### config.mk
export PLATFORM = sky130hd
export DESIGN_NAME = mcu_link_sequencer
export DESIGN_NICKNAME = d
export VERILOG_FILES = /design/src/rtl/mcu_link_sequencer_pkg.sv /design/src/rtl/mcu_link_sequencer_flag_sync.sv /design/src/rtl/mcu_link_sequencer.sv
export SDC_FILE = /design/constraint.sdc
export NUM_CORES = 1
export LEC_CHECK = 0
export CAP_MARGIN = 30
export CORE_ASPECT_RATIO = 1.5
export CORE_MARGIN = 5
export CORE_UTILIZATION = 40
export CTS_CLUSTER_DIAMETER = 80
export DETAILED_ROUTE_END_ITERATION = 12
export PLACE_DENSITY = 0.7
export SKIP_LAST_GASP = 1
export SYNTH_ARGS = -nofsm -noshare
export SYNTH_HDL_FRONTEND = slang
export SYNTH_SLANG_ARGS = --single-unit
### constraint.sdc
create_clock -name CLK -period 4 [get_ports CLK]
set_clock_uncertainty 0.1 [all_clocks]
set_input_delay 1.2 -clock CLK [delete_from_list [all_inputs] [get_ports CLK]]
set_output_delay 1.2 -clock CLK [all_outputs]
set_load 0.01 [all_outputs]
### src/rtl/mcu_link_sequencer_pkg.sv
// Shared types and constants for the MCU-side link sequencer.
// The TX and RX state encodings are kept here so that the top level and any future probes use one definition.
package mcu_link_pkg;

    localparam int BYTE_W = 8;
    localparam int CNT_W  = 8;

    typedef enum logic [2:0] {
        T_IDLE,
        T_SETUP,
        T_PULSE,
        T_ARM,
        T_WAIT
    } tx_state_t;

    typedef enum logic [2:0] {
        R_INIT,
        R_WAIT,
        R_SAMPLE,
        R_HOLD,
        R_ACK,
        R_CLEAR
    } rx_state_t;

endpackage

### src/rtl/mcu_link_sequencer_flag_sync.sv
// Multi-flop synchronizer for a single asynchronous CPLD flag.
// The reset value is a parameter so that each flag can power up in its inactive level.
module flag_sync #(
    parameter int   SYNC_STAGES = 2,
    parameter logic RST_VAL     = 1'b0
) (
    input  logic clk,
    input  logic rst_n,
    input  logic d,
    output logic q
);

    logic [SYNC_STAGES-1:0] sync_q;

    always_ff @(posedge clk or negedge rst_n) begin
        if (!rst_n) begin
            sync_q <= {SYNC_STAGES{RST_VAL}};
        end else begin
            sync_q <= {sync_q[SYNC_STAGES-2:0], d};
        end
    end

    assign q = sync_q[SYNC_STAGES-1];

endmodule

### src/rtl/mcu_link_sequencer.sv
// MCU-side sequencer for the 6502 interface CPLD: buffered TX handshake and RX capture.
// TX and RX run as independent FSMs; all CPLD-facing strobes are registered.
module mcu_link_sequencer
    import mcu_link_pkg::*;
#(
    parameter int FIFO_DEPTH  = 4,
    parameter int SYNC_STAGES = 2,
    parameter int SETUP_CYC   = 2,
    parameter int PULSE_CYC   = 4,
    parameter int SAMPLE_CYC  = 2
) (
    input  logic                        CLK,
    input  logic                        RST_N,
    input  logic [BYTE_W-1:0]           S_TX_DATA,
    input  logic                        S_TX_VALID,
    output logic                        S_TX_READY,
    output logic [BYTE_W-1:0]           M_RX_DATA,
    output logic                        M_RX_VALID,
    input  logic                        M_RX_READY,
    output logic [BYTE_W-1:0]           TX_DATA,
    output logic                        TX_LOAD,
    input  logic [BYTE_W-1:0]           RX_DATA,
    output logic                        RX_OE_N,
    output logic                        RX_ACK,
    input  logic                        DATA_TAKEN,
    input  logic                        DATA_WRITTEN,
    output logic [$clog2(FIFO_DEPTH):0] TX_LEVEL,
    output logic                        LINK_IDLE
);

    localparam int AW = $clog2(FIFO_DEPTH);
    localparam int LW = AW + 1;

    logic dt_s;
    logic dw_s;

    // DATA_TAKEN idles high (latch empty), DATA_WRITTEN idles low.
    flag_sync #(
        .SYNC_STAGES (SYNC_STAGES),
        .RST_VAL     (1'b1)
    ) u_sync_taken (
        .clk   (CLK),
        .rst_n (RST_N),
        .d     (DATA_TAKEN),
        .q     (dt_s)
    );

    flag_sync #(
        .SYNC_STAGES (SYNC_STAGES),
        .RST_VAL     (1'b0)
    ) u_sync_written (
        .clk   (CLK),
        .rst_n (RST_N),
        .d     (DATA_WRITTEN),
        .q     (dw_s)
    );

    tx_state_t        tx_state, tx_next;
    rx_state_t        rx_state, rx_next;
    logic [CNT_W-1:0] tx_cnt, rx_cnt;

    logic [BYTE_W-1:0] fifo_mem [FIFO_DEPTH];
    logic [AW-1:0]     wr_ptr, rd_ptr;
    logic [LW-1:0]     level;
    logic              rdy_en;
    logic              push, pop;
    logic              fifo_empty, fifo_full;

    assign fifo_empty = (level == '0);
    assign fifo_full  = (level == LW'(FIFO_DEPTH));
    assign pop        = (tx_state == T_IDLE) && !fifo_empty;
    // A full FIFO still accepts a byte in the cycle the head is popped.
    assign S_TX_READY = rdy_en && (!fifo_full || pop);
    assign push       = S_TX_VALID && S_TX_READY;

    always_ff @(posedge CLK or negedge RST_N) begin
        if (!RST_N) begin
            rdy_en <= 1'b0;
            wr_ptr <= '0;
            rd_ptr <= '0;
            level  <= '0;
        end else begin
            rdy_en <= 1'b1;
            if (push) wr_ptr <= wr_ptr + AW'(1);
            if (pop)  rd_ptr <= rd_ptr + AW'(1);
            case ({push, pop})
                2'b10:   level <= level + LW'(1);
                2'b01:   level <= level - LW'(1);
                default: level <= level;
            endcase
        end
    end

    always_ff @(posedge CLK) begin
        if (push) fifo_mem[wr_ptr] <= S_TX_DATA;
    end

    assign TX_LEVEL  = level;
    assign LINK_IDLE = fifo_empty && (tx_state == T_IDLE);

    logic tx_load_nxt, rx_ack_nxt, rx_oe_n_nxt, m_valid_nxt, rx_capture;

    // State registers, phase counters and registered outputs.
    always_ff @(posedge CLK or negedge RST_N) begin
        if (!RST_N) begin
            tx_state   <= T_IDLE;
            rx_state   <= R_INIT;
            tx_cnt     <= '0;
            rx_cnt     <= '0;
            TX_LOAD    <= 1'b0;
            RX_ACK     <= 1'b0;
            RX_OE_N    <= 1'b1;
            M_RX_VALID <= 1'b0;
            TX_DATA    <= '0;
            M_RX_DATA  <= '0;
        end else begin
            tx_state   <= tx_next;
            rx_state   <= rx_next;
            tx_cnt     <= (tx_next != tx_state) ? '0 : tx_cnt + CNT_W'(1);
            rx_cnt     <= (rx_next != rx_state) ? '0 : rx_cnt + CNT_W'(1);
            TX_LOAD    <= tx_load_nxt;
            RX_ACK     <= rx_ack_nxt;
            RX_OE_N    <= rx_oe_n_nxt;
            M_RX_VALID <= m_valid_nxt;
            if (pop)        TX_DATA   <= fifo_mem[rd_ptr];
            if (rx_capture) M_RX_DATA <= RX_DATA;
        end
    end

    always_comb begin
        tx_next = tx_state;
        case (tx_state)
            T_IDLE:  if (!fifo_empty)                        tx_next = T_SETUP;
            T_SETUP: if (tx_cnt == CNT_W'(SETUP_CYC - 1))    tx_next = T_PULSE;
            T_PULSE: if (tx_cnt == CNT_W'(PULSE_CYC - 1))    tx_next = T_ARM;
            T_ARM:   if (!dt_s)                              tx_next = T_WAIT;
            T_WAIT:  if (dt_s)                               tx_next = T_IDLE;
            default:                                         tx_next = T_IDLE;
        endcase
    end

    // R_INIT is entered from reset with RX_ACK still low, so it runs one extra count.
    always_comb begin
        rx_next = rx_state;
        case (rx_state)
            R_INIT:   if (rx_cnt == CNT_W'(PULSE_CYC))       rx_next = R_WAIT;
            R_WAIT:   if (dw_s)                              rx_next = R_SAMPLE;
            R_SAMPLE: if (rx_cnt == CNT_W'(SAMPLE_CYC - 1))  rx_next = R_HOLD;
            R_HOLD:   if (M_RX_READY)                        rx_next = R_ACK;
            R_ACK:    if (rx_cnt == CNT_W'(PULSE_CYC - 1))   rx_next = R_CLEAR;
            R_CLEAR:  if (!dw_s)                             rx_next = R_WAIT;
            default:                                         rx_next = R_WAIT;
        endcase
    end

    // Strobes are decoded from the next state and registered, so they never glitch.
    always_comb begin
        tx_load_nxt = (tx_next == T_PULSE);
        rx_ack_nxt  = (rx_next == R_INIT) || (rx_next == R_ACK);
        rx_oe_n_nxt = (rx_next != R_SAMPLE);
        m_valid_nxt = (rx_next == R_HOLD);
        rx_capture  = (rx_state == R_SAMPLE) && (rx_next == R_HOLD);
    end

endmodule

==> flow_summary.json <==
{
  "first_pass_iters": 4,
  "tns_ns": 0,
  "h-tree-depth": 3,
  "fin_crit_ns": 3.46,
  "slew_violations": 0,
  "path_buf_inv": 1,
  "r2r_setup_slack_ns": 1.42,
  "rows": 43,
  "relSlewSlack": 0.366,
  "vdd_drop_max_mv": 0.439,
  "whs_path_depth": 0,
  "synthCells": 264,
  "grt_max_degree": 32,
  "core_mm2": 0.00915,
  "path_cells": "or3_1, a41oi_2, clkdlybuf4s50_1",
  "synth_warnings": 0,
  "io_pins": 47,
  "synth_fa_ha_area_frac": 0.0391,
  "critical_path_arrival_ns": 2.16,
  "synth_xor_area_frac": 0.0425,
  "grtUsageTotal": 0.140,
  "viasPerCell": 5.20,
  "crit_path_start_kind": "flip-flop",
  "finalHoldViolations": 0,
  "synth-simple-area-share": 0.0971,
  "synthFlopType": "dfrtp_1",
  "cts_resized": 0,
  "drt_iter0_markers": 63,
  "numCtsBuffers": 9,
  "fillers": 809,
  "dieArea_mm2": 0.0113,
  "required_ns": 2.70,
  "cts_buffer_depth": 2,
  "dr_total_vias": 2256,
  "synth_top_family_by_area": "multiplexers",
  "synth_compound_area_frac": 0.0566,
  "crit-reg2reg-launch": "tx_state[2]",
  "cp_top_family": "buffers and inverters",
  "rr_endpoint": "TX_LEVEL[2]",
  "r2r_cells": 9,
  "critPathMaxStageDelay_ns": 0.61,
  "wirelength_um": 7110,
  "synthMuxAreaShare": 0.111,
  "clkSlewWorstSetupHoldPaths_ns": 0.06,
  "syn_to_final_growth_pct": 23.9,
  "wire_per_inst_um": 16.4,
  "synth-async-reset-ratio": 0.628,
  "cts_setup_buffers": 0,
  "nNetsFinal": 350,
  "crit_path_top_delay_cell": "clkdlybuf4s50_1",
  "drive_gt1_frac": 0.161,
  "start_util": 0.406,
  "grt_pass1_vias": 2521,
  "drc": 0,
  "status": "finished clean",
  "drtAntennaViolNets": 0,
  "hold_end": "u_sync_taken.sync_q[1]",
  "fp.dieW_um": 88.7,
  "worstSkewPairLatency_ns": 0.33,
  "drv_cap": 0,
  "synth.distinct_cells": 44,
  "cp-end-kind": "primary output",
  "rsz0062_at_grt": "no",
  "setup_violations": 0,
  "p_per_area_mw_per_mm2": 744,
  "cts_hold_buf": 0,
  "syn_area_per_cell_um2": 14.1,
  "n_antenna_cell": 0,
  "cts_tree": "done",
  "die_h_um": 128,
  "synth-seq-cells": 86,
  "port_buffers": 46,
  "antenna_found_initial": 0,
  "globalplace.congestion": 0.797,
  "hold_class": "flip-flop to flip-flop",
  "cts_sinks": 86,
  "synth_seq_area_share": 0.624,
  "total_power_mw": 3.42,
  "crit_type": "flip-flop to primary output",
  "critPathMaxFanout": 7,
  "grt-ovfl-total": 0,
  "min_from": "u_sync_taken.sync_q[0]",
  "synth_edf_count": 32,
  "syn_nets": 297,
  "grt_pass1_wl_um": 12100,
  "dpl.hpwl_um": 5090,
  "worst_pin_slew_ns": 0.936,
  "leakage_nw": 1.89,
  "period_share": 0.866,
  "syn_area_mm2": 0.00371,
  "fmax_mhz": 289,
  "clock-root-buffer": "clkbuf_16"
}
==> flip-flops by register name (all words and copies together) (netlist names), 3 cells and up <==
register	flops
M_RX_DATA	8
TX_DATA	8
TX_LEVEL	3
fifo_mem	32
rx_cnt	8
rx_state	3
tx_cnt	8
tx_state	3
==> synthesized netlist by cell type (all sizes together) (2+ instances only) <==
master / count / area [µm²]
nand2: 9 / 33.8
inv: 20 / 75.1
nor2b: 2 / 12.5
o21ai: 6 / 30.0
mux4: 8 / 180
clkbuf: 3 / 11.3
ha: 10 / 125
a31oi: 2 / 12.5
xor2: 10 / 87.6
and3: 9 / 56.3
dfstp: 3 / 78.8
a211oi: 5 / 42.5
nand3: 7 / 35.0
nand2b: 2 / 12.5
a311oi: 2 / 17.5
buf: 3 / 20.0
a21oi: 7 / 35.0
o31ai: 3 / 22.5
nor2: 14 / 52.6
xnor2: 8 / 70.1
and2: 4 / 25.0
edfxtp: 32 / 961
nor3: 8 / 40.0
nor4: 2 / 25.0
dfrtp: 51 / 1280
or3: 3 / 18.8
nand4: 3 / 18.8
mux2: 18 / 233
==> stage by stage <==
step	instances	util	worst slack [ns]	hold WS [ns]	cell area [µm²]
after floorplan	264	-	1.45	0.231	3710
after global placement	418	0.469	0.934	0.245	4290
after detailed placement	418	0.469	0.870	0.247	4290
after CTS	434	0.503	0.508	0.260	4600
after global routing	434	0.503	0.417	0.261	4600
final	434	0.503	0.536	0.257	4600
==> layer usage <==
layer	vias up	wire [µm]	GRT usage	part of all wire
li1	1055	-	-	-
met4	0	202	0.0738	0.028
met5	-	0	0	0
met2	53	3860	0.240	0.54
met3	16	257	0.0367	0.036
met1	1132	2790	0.156	0.39
==> layout make-up <==
type	count	area, µm²	share of cell area
sequential	86	2320	0.504
multi-input combinational	152	1290	0.281
timing repair buffer	48	470	0.102
clock buffer	10	229	0.0498
tap	112	140	0.0305
clock inverter	6	77.6	0.0169
inverter	20	75.1	0.0163
==> where the power goes <==
part | switching, mW | leakage (nW) | total [mW] | internal, mW
logic | 0.550 | 0.775 | 1.20 | 0.650
registers | 0.216 | 0.960 | 1.37 | 1.16
clock network | 0.309 | 0.151 | 0.849 | 0.540
==> cells in the final DEF (no fill, tap or decap), types with 2 or more instances in the layout <==
| master | instances |
|---|---|
| dfrtp_1 | 51 |
| nor4_2 | 2 |
| nor3_1 | 8 |
| clkinv_1 | 2 |
| mux2_2 | 10 |
| bufinv_16 | 2 |
| a21oi_1 | 7 |
| a211oi_1 | 4 |
| xnor2_1 | 8 |
| clkbuf_16 | 9 |
| clkdlybuf4s50_1 | 45 |
| o21ai_0 | 5 |
| nand2_1 | 9 |
| ha_1 | 10 |
| nand2b_1 | 2 |
| o31ai_1 | 3 |
| inv_1 | 19 |
| mux4_2 | 8 |
| nor2b_1 | 2 |
| buf_4 | 2 |
| edfxtp_1 | 32 |
| and3_1 | 9 |
| or3_1 | 3 |
| nand4_1 | 3 |
| xor2_1 | 10 |
| nor2_1 | 14 |
| a311oi_1 | 2 |
| dfstp_2 | 3 |
| clkinv_2 | 2 |
| a31oi_1 | 2 |
| mux2_4 | 8 |
| and2_1 | 4 |
| nand3_1 | 7 |
==> worst max path at each step <==
stage                start          end  depth (start not counted)
3_5_place_dp    S_TX_VALID  TX_LEVEL[2]                          9
6_report       tx_state[2]   S_TX_READY                          3
4_1_cts        tx_state[2]   S_TX_READY                          3
2_1_floorplan   S_TX_VALID  TX_LEVEL[2]                          8
5_1_grt        tx_state[2]   S_TX_READY                          3
3_3_place_gp   tx_state[2]   S_TX_READY                          3
==> kinds of logic (layout without fill, tap and decap cells) <==
family | after synthesis | count (layout)
other | 1 | 1
xor gates and xnor gates | 18 | 18
buffers and inverters | 26 | 84
AOI/OAI and AO/OA | 30 | 30
DFF | 86 | 86
adders and majority gates | 11 | 11
and+or+nand+nor | 66 | 66
muxes | 26 | 26
Power figures use the tool's default switching activity.
